**src/rtl/wb_stage_q.sv**
```systemverilog
// wb_stage_q: writeback stage. Priority-selects one of NSRC result sources,
// buffers {wen, rd, data} in a DEPTH-entry FIFO and drains one regfile write
// per granted cycle, counting every retired entry.
// Optional macro WB_FWD_EN adds a youngest-match forwarding lookup into the FIFO.
module wb_stage_q #(
  parameter int XLEN  = 64,
  parameter int NSRC  = 3,
  parameter int DEPTH = 2,
  parameter int CNT_W = 64
) (
  input  logic                 clk,
  input  logic                 rst,
  input  logic                 flush,
  input  logic                 in_valid,
  output logic                 in_ready,
  input  logic [NSRC-1:0]      in_wen,
  input  logic [NSRC*XLEN-1:0] in_wdata,
  input  logic [4:0]           in_rd,
  input  logic                 rf_ready,
  output logic                 wen_o,
  output logic [4:0]           waddr_o,
  output logic [XLEN-1:0]      wdata_o,
  output logic                 retire_o,
  output logic [CNT_W-1:0]     retire_cnt_o,
  output logic                 multi_hit_o
`ifdef WB_FWD_EN
  ,
  input  logic [4:0]           fwd_rs,
  output logic                 fwd_hit,
  output logic [XLEN-1:0]      fwd_data
`endif
);

  localparam int AW = $clog2(DEPTH);
  localparam int PW = AW + 1;

  typedef struct packed {
    logic            wen;
    logic [4:0]      rd;
    logic [XLEN-1:0] data;
  } entry_t;

  entry_t          mem_q [DEPTH];
  entry_t          push_e, head;
  logic [PW-1:0]   wr_ptr_q, wr_ptr_d, rd_ptr_q, rd_ptr_d, count;
  logic [CNT_W-1:0] retire_cnt_q, retire_cnt_d;
  logic            multi_hit_q, multi_hit_d;
  logic            empty, full, push, pop;

  assign empty    = (wr_ptr_q == rd_ptr_q);
  assign full     = (wr_ptr_q[AW-1:0] == rd_ptr_q[AW-1:0]) && (wr_ptr_q[AW] != rd_ptr_q[AW]);
  assign count    = wr_ptr_q - rd_ptr_q;
  // in_ready is held low while reset is asserted so nothing looks acceptable
  assign in_ready = rst && !full;
  assign push     = in_valid && in_ready && !flush;
  assign pop      = !empty && rf_ready && !flush;
  assign head     = mem_q[rd_ptr_q[AW-1:0]];

  // Build the pushed entry: lowest-index asserted source wins, no-write entries carry zero data
  always_comb begin
    push_e = '0;
    for (int i = NSRC - 1; i >= 0; i--) begin
      if (in_wen[i]) push_e.data = in_wdata[i*XLEN +: XLEN];
    end
    push_e.rd  = in_rd;
    push_e.wen = (|in_wen) && (in_rd != 5'd0);
    if (!push_e.wen) push_e.data = '0;
  end

  // Next-state for pointers, retire counter and sticky multi-source flag
  always_comb begin
    wr_ptr_d     = wr_ptr_q;
    rd_ptr_d     = rd_ptr_q;
    retire_cnt_d = retire_cnt_q + CNT_W'(pop);
    multi_hit_d  = multi_hit_q || (push && ((in_wen & (in_wen - NSRC'(1))) != '0));
    if (flush) begin
      wr_ptr_d = '0;
      rd_ptr_d = '0;
    end else begin
      if (push) wr_ptr_d = wr_ptr_q + PW'(1);
      if (pop)  rd_ptr_d = rd_ptr_q + PW'(1);
    end
  end

  // Control state register
  always_ff @(posedge clk or negedge rst) begin
    if (!rst) begin
      wr_ptr_q     <= '0;
      rd_ptr_q     <= '0;
      retire_cnt_q <= '0;
      multi_hit_q  <= 1'b0;
    end else begin
      wr_ptr_q     <= wr_ptr_d;
      rd_ptr_q     <= rd_ptr_d;
      retire_cnt_q <= retire_cnt_d;
      multi_hit_q  <= multi_hit_d;
    end
  end

  // FIFO storage; cleared on reset so no stale data is ever visible
  always_ff @(posedge clk or negedge rst) begin
    if (!rst) begin
      for (int k = 0; k < DEPTH; k++) mem_q[k] <= '0;
    end else if (push) begin
      mem_q[wr_ptr_q[AW-1:0]] <= push_e;
    end
  end

  // Write port driven straight from the head register; flush suppresses it
  assign wen_o        = head.wen && !empty && !flush;
  assign waddr_o      = wen_o ? head.rd : 5'd0;
  assign wdata_o      = wen_o ? head.data : '0;
  assign retire_o     = pop;
  assign retire_cnt_o = retire_cnt_q;
  assign multi_hit_o  = multi_hit_q;

`ifdef WB_FWD_EN
  logic [PW-1:0] fwd_idx;
  // Scan oldest to youngest so the last (youngest) match overrides earlier ones
  always_comb begin
    fwd_hit  = 1'b0;
    fwd_data = '0;
    fwd_idx  = '0;
    for (int k = 0; k < DEPTH; k++) begin
      fwd_idx = rd_ptr_q + PW'(k);
      if ((PW'(k) < count) && mem_q[fwd_idx[AW-1:0]].wen &&
          (mem_q[fwd_idx[AW-1:0]].rd == fwd_rs) && (fwd_rs != 5'd0)) begin
        fwd_hit  = 1'b1;
        fwd_data = mem_q[fwd_idx[AW-1:0]].data;
      end
    end
  end
`endif

endmodule

```
**config.mk**
```make
export PLATFORM = sky130hd
export DESIGN_NAME = wb_stage_q
export DESIGN_NICKNAME = d
export VERILOG_FILES = /design/src/rtl/wb_stage_q.sv
export SDC_FILE = /design/constraint.sdc
export NUM_CORES = 1
export LEC_CHECK = 0
export ABC_CLOCK_PERIOD_IN_PS = 3500
export BUFFER_PORTS_ARGS = -buffer_cell sky130_fd_sc_hd__buf_2
export CORE_MARGIN = 3
export CORE_UTILIZATION = 30
export CTS_BUF_LIST = sky130_fd_sc_hd__clkbuf_16
export DETAILED_ROUTE_END_ITERATION = 7
export GPL_TIMING_DRIVEN = 1
export SLEW_MARGIN = 25
export SYNTH_ARGS = -nofsm -noshare
export SYNTH_HDL_FRONTEND = slang
export SYNTH_SLANG_ARGS = --single-unit
```
**constraint.sdc**
```tcl
create_clock -name clk -period 3.5 [get_ports clk]
set_clock_uncertainty 0.1 [all_clocks]
set_input_delay 0.875 -clock clk [delete_from_list [all_inputs] [get_ports clk]]
set_output_delay 0.875 -clock clk [all_outputs]
set_load 0.02 [all_outputs]
```
==> metrics.txt <==
status=completed; sequential share of the synthesized area=0.489; Peak VDD IR=343 uV; DPL Wire Length=23300 um; Critical Path RT=2.52 ns; Post-Syn Nets=1416; Via Count=9627; setup tns final=0 ns; crit path from=rd_ptr_q[0]; most numerous cell in the Yosys netlist=nand2_1; Sink Count=209; Die H=195 um; GRT Total Usage=0.164; Worst-path clk slew=0.06 ns; CTS max path bufs=3; Stages on worst setup path=6; Mapped Cells=1209; Relative slew margins=0.415; Die ar.=0.0379 sq mm; RR Endpoint=retire_cnt_o[32]; num rows=68; Cell Chain, Critical Path=buf_16 > mux2_2 > nand2_2 > buf_12 > nor2_1 > buf_2; Initial Util=0.307; CP max stage cell=dfrtp_4; largest net degree at the start of global routing=135; Antenna Nets Post-Route=0; ys flop type=dfrtp_1; final-stage net count=1722; Wirelength per Cell=16.2 um; critical path arrival=2.30 ns; FF-to-FF Start=rd_ptr_q[0]; first-pass GRT wire length=51100 um; r2r setup slk=0.39 ns; P per Cell Area=504 mW/mm^2; final setup vio count=0; area leader, netlist=dfrtp_1; RSZ-0062 raised after global routing=false; share of layout cells above drive strength 1=0.274; R2R depth=12; total wire length=32300 um; Initial DRC Count=442; placed insts=1942; Final Instance Count excl. Fillers=1986; setup repair bufs after CTS=0; GRT overflow=0; diode count=0; Yosys cell types=38; Top delay family on crit path=buffers and inverters; CP startpoint kind=flip-flop; initial antenna violation count=3; Root Buffer=clkbuf_16; period utilization=0.937; crit-path max cell delay=0.52 ns; routability cong.=0.811; area delta synth->final=28.3%; synth top area cells=dfrtp_1, nand2_1, o21ai_0; total power=6.91 mW; post-synth top area share=0.489; max cap viols=0; Cell Area, Synth=0.0107 sq mm; number of flops mapped to enable cells by yosys=0; minimum clock period=3.28 ns; Ys Warns=0; CP Capture Point=wdata_o[51]; synth cell count leaders=nand2_1, dfrtp_1, o21ai_0, nor2_1, mux2i_1; Async SR Flop Fraction=1.00; TritonCTS clock tree=built; Core ar.=0.0348 sq mm; Pins Over Slew Limit=0; Crit. End Element=output pin; Filler Cell Count=3559; DIE WIDTH=195 um; num ports=342; fmax=305 MHz; vias in the first global route=9422; synthesized area per cell=8.84 sq um; CP Buf/Inv Count=3; hold buffers post-CTS=0; number of hold violations in the final report=0; drc violations=0; CP Class=flip-flop to output pin; number of synthesized register bits=209; CTS buffer count=25; clock latency on the worst-skew pair=0.53 ns; critical-path maximum fanout=37; leakage power=6.66 nW; worst hold path type=input port to async pin; Port Buffers=341; maximum level of the CTS H-tree=1; post-DR vias/cell=4.85; Worst Tran Pin Value=0.877 ns; DRT Pass-1 Iters=5
==> cells by family after synthesis <==
family	synth area share
AOI/OAI and AO/OA	0.140
xor gates and xnor gates	0.0541
adders and majority gates	0.00328
buffers and inverters	0.0405
DFF	0.489
muxes	0.0814
and+or+nand+nor	0.192
==> worst min path at each step <==
stage,start,end,slack (ns),depth (start not counted)
after floorplan,mem_q[10],mem_q[10],0.35,2
after global placement,multi_hit_o,multi_hit_o,0.34,1
after detailed placement,multi_hit_o,multi_hit_o,0.35,1
after CTS,retire_cnt_o[63],retire_cnt_o[63],0.36,1
after global routing,retire_cnt_o[63],retire_cnt_o[63],0.37,1
final,rst,retire_cnt_o[8],0.35,2
==> per-stage QoR <==
stage | hold WS, ns | area (sq um) | util | setup WS (ns)
floorplan | 0.348 | 10700 | - | 0.441
global placement | 0.343 | 12800 | 0.369 | 0.0851
detailed placement | 0.346 | 12800 | 0.369 | 0.0249
CTS | 0.364 | 13700 | 0.393 | 0.0181
global route | 0.372 | 13700 | 0.394 | 0.0412
finish | 0.352 | 13700 | 0.394 | 0.221
==> power by group <==
group          total [mW]  switching (mW)  internal (mW)
clock network        2.61            1.02           1.59
registers            3.07           0.229           2.84
logic                1.23           0.720          0.514
==> worst reg2reg max path: stages, from the launching register on <==
cell and delay [ns]:
dfrtp_4 0.52, xnor2_1 0.17, nor2b_1 0.14, nor2_1 0.14
and2_1 0.23, ha_1 0.22, ha_1 0.19, nand3_1 0.09
buf_4 0.17, nor3_2 0.30, and2_0 0.39, nand3_1 0.15
xnor2_1 0.16
==> routing by layer <==
layer  global-route usage  vias up  part of all wire
li1                     -     4754                 -
met1                0.222     4494              0.44
met2                0.276      335              0.47
met3               0.0322       40             0.071
met4               0.0285        4             0.018
met5                    0        -            0.0012
==> state kept, by name, summed over array words and instances, names as in the netlist <==
| register | flops |
|---|---|
| mem_q | 140 |
| retire_cnt_o | 64 |
| rd_ptr_q | 2 |
| wr_ptr_q | 2 |
| multi_hit_o | 1 |
==> cell usage in the layout (no fill, tap or decap), types with 2 or more instances in the layout <==
| master | count |
|---|---|
| nor3_2 | 2 |
| o21ai_1 | 14 |
| o21ai_0 | 178 |
| nor4_1 | 13 |
| clkinv_1 | 5 |
| ha_1 | 2 |
| nor3_1 | 18 |
| inv_1 | 17 |
| and3_1 | 4 |
| buf_12 | 4 |
| bufinv_16 | 4 |
| and2_1 | 2 |
| a22oi_1 | 64 |
| nand3_1 | 21 |
| mux2_4 | 6 |
| a21oi_1 | 4 |
| nor2_1 | 104 |
| mux2_2 | 7 |
| nand4_1 | 26 |
| xor2_1 | 31 |
| clkinv_2 | 2 |
| xnor2_1 | 34 |
| clkbuf_16 | 26 |
| dfrtp_1 | 208 |
| nand2_1 | 288 |
| buf_4 | 15 |
| mux2i_1 | 70 |
| buf_2 | 339 |
==> cell type report <==
class	count	area, sq um	area share
multi-input combinational	905	5060	0.370
clock buffer	25	626	0.0456
sequential	209	5230	0.382
clock inverter	18	199	0.0145
inverter	12	45.0	0.00329
tap	455	569	0.0415
timing repair buffer	362	1970	0.144
==> timing repair <==
| action | in CTS | in global routing |
|---|---|---|
| gates resized for setup | 1 | 2 |
| setup endpoints to repair | 1 | 32 |
| gates cloned | 0 | 1 |
(Power assumes the default switching activity.)
